--- config.mk ---
export PLATFORM = sky130hd
export DESIGN_NAME = seven_segment_reader
export DESIGN_NICKNAME = d
export VERILOG_FILES = /design/src/rtl/seg7_pkg.sv /design/src/rtl/seg7_pattern_decode.sv /design/src/rtl/seven_segment_reader.sv
export SDC_FILE = /design/constraint.sdc
export NUM_CORES = 1
export LEC_CHECK = 0
export BUFFER_PORTS_ARGS = -buffer_cell sky130_fd_sc_hd__buf_2
export CORE_MARGIN = 2
export CORE_UTILIZATION = 59
export DETAILED_ROUTE_END_ITERATION = 8
export GPL_ROUTABILITY_DRIVEN = 1
export PLACE_DENSITY = 0.79
export SYNTH_ARGS = -nofsm -noshare
export SYNTH_HDL_FRONTEND = slang
export SYNTH_HIERARCHICAL = 1
export SYNTH_SLANG_ARGS = --single-unit
export TNS_END_PERCENT = 30
--- constraint.sdc ---
create_clock -name clk -period 2.7 [get_ports clk]
set_input_delay 0.54 -clock clk [delete_from_list [all_inputs] [get_ports clk]]
set_output_delay 0.54 -clock clk [all_outputs]
set_load 0.005 [all_outputs]
--- src/rtl/seg7_pkg.sv ---
// Shared seven-segment definitions: segment ordering, glyph table and reader FSM states.
// Used by both the display driver and the receive-side reader.
package seg7_pkg;

  // Segment vectors are {g,f,e,d,c,b,a}: bit 0 is segment a, bit 6 is segment g.
  localparam int SEG_W = 7;

  localparam logic [SEG_W-1:0] SEG_HEX [16] = '{
    7'h3F, 7'h06, 7'h5B, 7'h4F, 7'h66, 7'h6D, 7'h7D, 7'h07,
    7'h7F, 7'h6F, 7'h77, 7'h7C, 7'h39, 7'h5E, 7'h79, 7'h71
  };
  localparam logic [SEG_W-1:0] SEG_HEX_7_ALT = 7'h27;
  localparam logic [SEG_W-1:0] SEG_HEX_9_ALT = 7'h67;
  localparam logic [SEG_W-1:0] SEG_BLANK     = 7'h00;

  typedef enum logic [1:0] {IDLE, COLLECT, PUBLISH} seg7_state_e;

endpackage

--- src/rtl/seg7_pattern_decode.sv ---
// Combinational seven-segment pattern to hex nibble decoder.
// Blank patterns read as nibble 0; unrecognised patterns flag bad and read as 0.
module seg7_pattern_decode
  import seg7_pkg::*;
(
  input  logic [SEG_W-1:0] seg,
  output logic [3:0]       nibble,
  output logic             blank,
  output logic             bad
);

  always_comb begin
    nibble = 4'h0;
    blank  = (seg == SEG_BLANK);
    bad    = !blank;
    for (int i = 0; i < 16; i++) begin
      if (seg == SEG_HEX[i]) begin
        nibble = 4'(i);
        bad    = 1'b0;
      end
    end
    // Drivers differ on whether 7 lights segment f and 9 lights segment d.
    if (seg == SEG_HEX_7_ALT) begin
      nibble = 4'h7;
      bad    = 1'b0;
    end
    if (seg == SEG_HEX_9_ALT) begin
      nibble = 4'h9;
      bad    = 1'b0;
    end
  end

endmodule

--- src/rtl/seven_segment_reader.sv ---
// Receive side of a multiplexed seven-segment display: synchronises the pins, waits for each
// digit to settle, decodes it, and publishes one word per complete scan.
module seven_segment_reader
  import seg7_pkg::*;
#(
  parameter int N_DIGITS       = 4,
  parameter int STABLE_CYCLES  = 16,
  parameter int TIMEOUT_CYCLES = 65536
) (
  input  logic                  clk,
  input  logic                  rst_n,
  input  logic [SEG_W-1:0]      seg,
  input  logic [N_DIGITS-1:0]   an_n,
  output logic [4*N_DIGITS-1:0] value,
  output logic [N_DIGITS-1:0]   blank,
  output logic                  valid,
  output logic                  err,
  output logic                  timeout
);

  localparam int CNT_W = $clog2(STABLE_CYCLES + 1);
  localparam int TO_W  = (TIMEOUT_CYCLES > 1) ? $clog2(TIMEOUT_CYCLES) : 1;
  localparam int IDX_W = (N_DIGITS > 1) ? $clog2(N_DIGITS) : 1;

  logic [SEG_W-1:0]    seg_p0, seg_p1, seg_p2;
  logic [N_DIGITS-1:0] an_p0, an_p1;
  logic                digit_ok;
  logic [IDX_W-1:0]    digit_idx, idx_p2;
  logic                ok_p2;
  logic [CNT_W-1:0]    stab_cnt;

  logic [3:0]          dec_nib;
  logic                dec_blank, dec_bad;
  logic                capture_ev;

  logic [N_DIGITS-1:0]      captured, captured_nxt, bad_flags, bad_nxt;
  logic [N_DIGITS-1:0][3:0] frame_nib;
  logic [N_DIGITS-1:0]      frame_blank;
  logic                     err_q;

  seg7_state_e      state, state_nxt;
  logic [TO_W-1:0]  to_cnt;
  logic             all_cap, to_hit;

  // Stage p0/p1: two-flop synchroniser on the asynchronous display pins.
  always_ff @(posedge clk) begin
    if (!rst_n) begin
      seg_p0 <= '0;
      seg_p1 <= '0;
      an_p0  <= '1;
      an_p1  <= '1;
    end else begin
      seg_p0 <= seg;
      seg_p1 <= seg_p0;
      an_p0  <= an_n;
      an_p1  <= an_p0;
    end
  end

  always_comb begin
    digit_ok  = 1'b0;
    digit_idx = '0;
    if ($onehot(~an_p1)) begin
      digit_ok = 1'b1;
      for (int i = 0; i < N_DIGITS; i++) begin
        if (!an_p1[i]) digit_idx = IDX_W'(i);
      end
    end
  end

  // Stage p2: stab_cnt counts how many times the sample now held in p2 repeated its predecessor.
  always_ff @(posedge clk) begin
    if (!rst_n) begin
      seg_p2   <= '0;
      idx_p2   <= '0;
      ok_p2    <= 1'b0;
      stab_cnt <= '0;
    end else begin
      seg_p2 <= seg_p1;
      idx_p2 <= digit_idx;
      ok_p2  <= digit_ok;
      if (digit_ok && ok_p2 && digit_idx == idx_p2 && seg_p1 == seg_p2) begin
        if (stab_cnt != CNT_W'(STABLE_CYCLES)) stab_cnt <= stab_cnt + 1'b1;
      end else begin
        stab_cnt <= '0;
      end
    end
  end

  seg7_pattern_decode u_decode (
    .seg    (seg_p2),
    .nibble (dec_nib),
    .blank  (dec_blank),
    .bad    (dec_bad)
  );

  // The counter passes STABLE_CYCLES-1 only once per dwell, which limits each dwell to one capture.
  assign capture_ev = ok_p2 && (stab_cnt == CNT_W'(STABLE_CYCLES - 1)) && !captured[idx_p2];
  assign all_cap    = &captured;
  assign to_hit     = (state == COLLECT) && !all_cap && (to_cnt == TO_W'(TIMEOUT_CYCLES - 1));

  always_comb begin
    captured_nxt = captured;
    bad_nxt      = bad_flags;
    if (state == PUBLISH || to_hit) begin
      captured_nxt = '0;
      bad_nxt      = '0;
    end
    if (capture_ev && !to_hit) begin
      captured_nxt[idx_p2] = 1'b1;
      bad_nxt[idx_p2]      = dec_bad;
    end
  end

  always_ff @(posedge clk) begin
    if (!rst_n) begin
      captured  <= '0;
      bad_flags <= '0;
    end else begin
      captured  <= captured_nxt;
      bad_flags <= bad_nxt;
    end
  end

  always_ff @(posedge clk) begin
    if (capture_ev && !to_hit) begin
      frame_nib[idx_p2]   <= dec_nib;
      frame_blank[idx_p2] <= dec_blank;
    end
  end

  always_ff @(posedge clk) begin
    if (!rst_n) begin
      state  <= IDLE;
      to_cnt <= '0;
    end else begin
      state <= state_nxt;
      if (state != COLLECT) to_cnt <= '0;
      else                  to_cnt <= to_cnt + 1'b1;
    end
  end

  always_comb begin
    state_nxt = state;
    case (state)
      IDLE:    if (capture_ev) state_nxt = COLLECT;
      COLLECT: begin
        if (all_cap)     state_nxt = PUBLISH;
        else if (to_hit) state_nxt = IDLE;
      end
      PUBLISH: state_nxt = capture_ev ? COLLECT : IDLE;
      default: state_nxt = IDLE;
    endcase
  end

  // The word registers load on the edge that enters PUBLISH, so they are current while valid is high.
  always_ff @(posedge clk) begin
    if (!rst_n) begin
      value <= '0;
      blank <= '0;
      err_q <= 1'b0;
    end else if (state == COLLECT && all_cap) begin
      value <= frame_nib;
      blank <= frame_blank;
      err_q <= |bad_flags;
    end
  end

  always_comb begin
    valid   = (state == PUBLISH);
    err     = valid && err_q;
    timeout = to_hit;
  end

endmodule

==> results.cfg, run 1 <==
[cts]
insertion_delay_ns = 0.38
clk_pin_slew_worst_paths_ns = 0.10
cts_setup_buffers = 0
cts_tree = built
clockBufferDepth = 2
clkSinkCount = 104
cts-root-buf = clkbuf_8
cts_hold_buf = 0
cts_made_buffers = 9
htreeDepth = 3

[worst_setup_path]
crit-reg2reg-capture = stab_cnt[2]$_SDFFE_PN0P_
ff2ff_setup_slack_ns = 0.16
critPathRequiredTime_ns = 2.16
crit_path_end_kind = primary output
crit_type = reg2out
reg2regPathDepth = 8
crit_fanout = 6
reg2reg_from = an_p1[3]$_SDFF_PN1_
cp.arrival_ns = 2.03
crit_path_start = to_cnt[0]$_SDFF_PP0_
critPathLaunchType = flop

[cells_and_area]
post-route-cell-area_sq_um = 4680
diodes = 0
seq_area_sq_um = 2280
nNetsFinal = 479
area_delta_synth_final_pct = 9.84
fill_cells = 557
stdcell_count = 560
utilization = 0.678
drive_gt1_frac = 0.175
multi_input_comb_area_sq_um = 1840

[die]
start_util = 0.617
die_h_um = 89.0
pin_count = 36
die_area_sq_um = 7920
floorplan.die.width_um = 89.0
row_count = 30
coreArea_sq_um = 6910

[pwr]
power.leakage_nw = 1.78
ir_drop_mv = 0.438
power_density_nw_per_um2 = 563
fin_total_pwr_mw = 2.63

[hold_path]
hold_class = in2reg
hold_depth = 2
min-delay-start = an_n[1]
holdPathEnd = an_p0[1]$_SDFF_PN1_

[synthesis]
synth_cell_types = 64
ys_top_cells_by_area = dfxtp_1 (39%), edfxtp_1 (14%), nand2_1 (5.6%)
synth_top_area_cell = dfxtp_1
synth-edff-count = 20
synth_top_area_frac = 0.395
syn_nets = 449
synthFlopType = dfxtp_1
synth.avg_cell_area_sq_um = 9.93
synth-seq-area-share = 0.536
yosys_warnings = 6
async_flop_share = 0
synthesis.area_sq_um = 4260
synthCells = 429
synth-seq-cells = 104

[detailed_routing]
vias_per_cell = 5.37
drc_errors = 0
detail-route-antenna-nets = 0
finalWirelength_mm = 7.19
wire_per_inst_um = 12.8
dr.pass1.iters = 4
vias = 3006
drtIter0Drc = 156

[status]
status = finished clean

[timing]
finClkSkew_ns = 0.0135
fin_crit_sh = 0.953
fmax_ghz = 0.389
fin_crit_ns = 2.57
setup_viol = 0
maxSlewHeadroom = 0.351
worst_slew_pin_slew_ns = 0.960
maxSlewViolCount = 0
grt_setup_unrepaired = false
hold_viol = 0
setup_tns_ns = 0

[grt]
grt_overflow = 0
grt_use_total = 0.201
first_global_vias = 2654
grt_pass1_wl_mm = 12.2
grt_max_degree = 26
antenna_found_initial = 0

[place]
place_area_sq_um = 4480
routabilityCongestion = 0.902
place_inst = 544
dp_hpwl_mm = 4.99
io_buffers = 35

[run]
cap_violations = 0
synthesized netlist by cell type, drive strengths merged (2+ instances only):
library cell and count:
a21oi 37, a31oi 2, and2 24, and3 3, and3b 2, buf 8, clkbuf 11, dfxtp 84
edfxtp 20, ha 6, inv 11, nand2 63, nand2b 11, nand3 16, nand3b 2, nand4 6
nor2 29, nor2b 2, nor3 9, nor3b 5, nor4 10, o21ai 10, o41ai 2, or2 6
or3 5, or3b 2, or4b 2, xnor2 13, xor2 8
power breakdown:
part / internal (mW) / leakage [nW] / total, mW / switching, mW
Combinational: 0.0405 / 0.775 / 0.0841 / 0.0436
Clock: 0.365 / 0.101 / 0.933 / 0.568
Sequential: 1.60 / 0.907 / 1.62 / 0.0202
Total: 2.00 / 1.78 / 2.63 / 0.632
cell usage in the layout (no fill, tap or decap), types with 3 or more instances in the layout:
cell / instances
dfxtp_1: 84
nand2_1: 63
a21oi_1: 37
buf_2: 35
nor2_1: 29
and2_1: 24
edfxtp_1: 20
nand3_1: 16
xnor2_1: 13
nand2b_1: 11
inv_1: 10
clkbuf_8: 9
xor2_1: 8
nor3_1: 8
nor4_1: 7
o21ai_0: 6
ha_1: 5
nand4_1: 4
or2_2: 4
inv_8: 4
o21ai_1: 4
nor3b_2: 3
clkinv_4: 3
buf_4: 3
area by class of cell:
| cell class | instances | share of cell area |
|---|---|---|
| inverter | 12 | 0.00989 |
| clock buffer | 9 | 0.0265 |
| sequential | 104 | 0.488 |
| timing repair buffer | 38 | 0.0422 |
| tap | 96 | 0.0257 |
| multi-input combinational | 294 | 0.393 |
| clock inverter | 7 | 0.0152 |
per-layer routing:
layer | GRT usage | vias to the layer above | wire, um
met5 | 0 | - | 0
met4 | 0.0814 | 0 | 134
met3 | 0.0600 | 9 | 308
met2 | 0.318 | 69 | 3350
met1 | 0.261 | 1401 | 3390
li1 | - | 1527 | -
critical path, cell delays in order (launching register included):
cell and delay [ns]:
dfxtp_1 0.37, ha_2 0.25, nand4_1 0.18, or3_4 0.41
nor3_4 0.28, buf_2 0.17
registers in the layout, summed over array words and instances, names as in the netlist:
signal       count
err_q            1
idx_p2           2
captured         4
bad_flags        4
an_p1            4
an_p0            4
seg_p0           7
value           16
frame_nib       16
frame_blank      4
blank            4
ok_p2            1
stab_cnt         5
seg_p2           7
to_cnt          16
state            2
seg_p1           7
cell families after synthesis:
| logic type | Yosys count | synth area share |
|---|---|---|
| AND/OR/NAND/NOR | 203 | 0.271 |
| flip-flops | 104 | 0.536 |
| AO/OA/AOI/OAI | 60 | 0.0831 |
| buffers and inverters | 31 | 0.0347 |
| XOR/XNOR | 21 | 0.0432 |
| adder cells (fa/ha/maj) | 7 | 0.0223 |
| multiplexers | 3 | 0.0103 |
per-stage QoR:
stage / setup WS (ns) / hold WS [ns]
finish: 0.127 / 0.338
global route: 0.0256 / 0.326
CTS: 0.0567 / 0.315
detailed placement: 0.174 / 0.397
global placement: 0.310 / 0.391
floorplan: 0.354 / 0.386
how the worst max path moves through the flow:
stage                                     to  slack [ns]  cells after the start
floorplan           stab_cnt[2]$_SDFFE_PN0P_        0.35                      8
global placement    stab_cnt[2]$_SDFFE_PN0P_        0.31                      8
detailed placement  stab_cnt[2]$_SDFFE_PN0P_        0.17                      8
CTS                                  timeout        0.06                      5
global route                         timeout        0.03                      5
finish                               timeout        0.13                      5
timing repair:
action / in CTS / in global routing
endpoints found under the setup margin: 0 / 1
endpoints found under the hold margin: 0 / 0
gates resized for setup: 0 / 1
(Power assumes the default switching activity.)
==> run 2, diff against run 1 <==
CORE_UTILIZATION = 58   (was 59)
HOLD_SLACK_MARGIN = 0.03   (was unset)
PLACE_DENSITY = 0.78   (was 0.79)
SYNTH_HIERARCHICAL = unset   (was 1)
==> run 2 against run 1 <==
Compared with the run above: global-route usage is 0.27 points higher; sequential share of layout area is 0.97 points higher; first-iteration DRC count is 6.4% lower; final cell count is 0.89% lower; area after synthesis is 2.8% lower; critical path type is now reg2reg; critical path depth is 3 higher; count of clock-buffer cells in the layout stayed put; cell area is 2.0% lower.
==> results.cfg, run 2 <==
[status]
status = finished clean

[synthesis]
synth-seq-cells = 104
synthesis.area_sq_um = 4140
synth_top_area_frac = 0.406
yosys_warnings = 0
async_flop_share = 0
synth_top_area_cell = dfxtp_1
ys_top_cells_by_area = dfxtp_1 (41%), edfxtp_1 (15%), nand2_1 (6.3%)
synth-seq-area-share = 0.551
synth-edff-count = 20
synthFlopType = dfxtp_1
syn_nets = 441
synth_cell_types = 47
synth_commonest_cells = dfxtp_1 (84), nand2_1 (70), nor2_1 (31)
yosysMostFrequentCell = dfxtp_1
synthCells = 421
synth.avg_cell_area_sq_um = 9.83

[cts]
insertion_delay_ns = 0.37
cts_setup_buffers = 0
clockBufferDepth = 2
cts_tree = built
cts-root-buf = clkbuf_8
cts_hold_buf = 0
cts_made_buffers = 9
clk_pin_slew_worst_paths_ns = 0.10
htreeDepth = 3
cts-resized-gates = 0
clkSinkCount = 104

[worst_setup_path]
critPathRequiredTime_ns = 3.00
crit_type = reg2reg
crit_fanout = 5
crit_path_end_kind = flop
critPathLaunchType = flop
cp.arrival_ns = 2.79

[grt]
first_global_vias = 2678
grt_use_total = 0.204
grt_max_degree = 30
grt_pass1_wl_mm = 12.2
grt_overflow = 0
antenna_found_initial = 0

[cells_and_area]
utilization = 0.668
final_cell_mix = dfxtp_1 (84), nand2_1 (70), buf_2 (35)
nNetsFinal = 474
area_delta_synth_final_pct = 10.8
stdcell_count = 555
reg_top3 = frame_nib (16), to_cnt (16), value (16)
fill_cells = 563
diodes = 0
final_common_cell = dfxtp_1
drive_gt1_frac = 0.139
post-route-cell-area_sq_um = 4590

[detailed_routing]
finalWirelength_mm = 7.32
vias_per_cell = 5.24
dr.pass1.iters = 4
drc_errors = 0
detail-route-antenna-nets = 0
drtIter0Drc = 146
wire_per_inst_um = 13.2
vias = 2909

[timing]
fin_crit_ns = 2.49
layout_setup_ws_ns = 0.212
maxSlewViolCount = 0
setup_viol = 0
hold_viol = 0
fmax_ghz = 0.402
maxSlewHeadroom = 0.535
worst_slew_pin_slew_ns = 0.695
setup_tns_ns = 0
holdWs_ns = 0.349
grt_setup_unrepaired = false
fin_crit_sh = 0.921
finClkSkew_ns = 0.0145

[place]
place_inst = 539
dp_hpwl_mm = 5.03
place_area_sq_um = 4390
io_buffers = 35
pre_cts_ws_ns = 0.338
routabilityCongestion = 0.935

[die]
row_count = 30
die_area_sq_um = 7830
floorplan.die.width_um = 88.5
start_util = 0.603
die_h_um = 88.5
pin_count = 36
coreArea_sq_um = 6870

[hold_path]
hold_class = in2reg

[pwr]
power_density_nw_per_um2 = 582
ir_drop_mv = 0.373
power.leakage_nw = 1.72
fin_total_pwr_mw = 2.67

[run]
cap_violations = 0
[run 2: cells by family after synthesis]
kind of cell / Yosys count / synth area share
AND/OR/NAND/NOR: 193 / 0.234
XOR/XNOR: 24 / 0.0508
buffers and inverters: 33 / 0.0360
multiplexers: 4 / 0.0127
AO/OA/AOI/OAI: 56 / 0.0922
flip-flops: 104 / 0.551
adder cells (fa/ha/maj): 7 / 0.0230
[run 2: critical path, cell delays in order (launching register included)]
cell and delay, ns:
dfxtp_1 0.33, fa_1 0.54, inv_1 0.05, ha_1 0.18, ha_1 0.29, nor3_1 0.36, nand3_1 0.13, a211o_1 0.36
nor3_2 0.18
[run 2: power breakdown]
part	switching (mW)	internal, mW
clock	0.540	0.437
combinational	0.0395	0.0388
sequential	0.0191	1.60
[run 2: area by class of cell]
type | instances | area, sq um | share of cell area
flip-flops and latches | 104 | 2280 | 0.497
multi-input cells | 284 | 1710 | 0.373
repair buffers | 42 | 228 | 0.0496
clock buffers | 9 | 124 | 0.0270
well taps | 96 | 120 | 0.0262
clock inverters | 7 | 76.3 | 0.0166
inverters | 13 | 48.8 | 0.0106
[run 2: path summary, 6_finish.rpt]
kind / endpoint / start / slack [ns] / depth (start not counted)
worst min register to register: an_p1[3]$_SDFF_PN1_ / an_p0[3]$_SDFF_PN1_ / 0.41 / 1
worst max register to register: stab_cnt[2]$_SDFFE_PN0P_ / an_p1[0]$_SDFF_PN1_ / 0.21 / 8
worst min-delay path: an_p0[3]$_SDFF_PN1_ / an_n[3] / 0.35 / 2
worst max-delay path: stab_cnt[2]$_SDFFE_PN0P_ / an_p1[0]$_SDFF_PN1_ / 0.21 / 8
[run 2: per-layer routing]
metal  GRT usage  vias to the layer above  share of wire
met2       0.349                       63           0.49
met1       0.258                     1340           0.46
met3      0.0345                       11          0.030
met4      0.0813                        0          0.018
met5           0                        -              0
li1            -                     1495              -
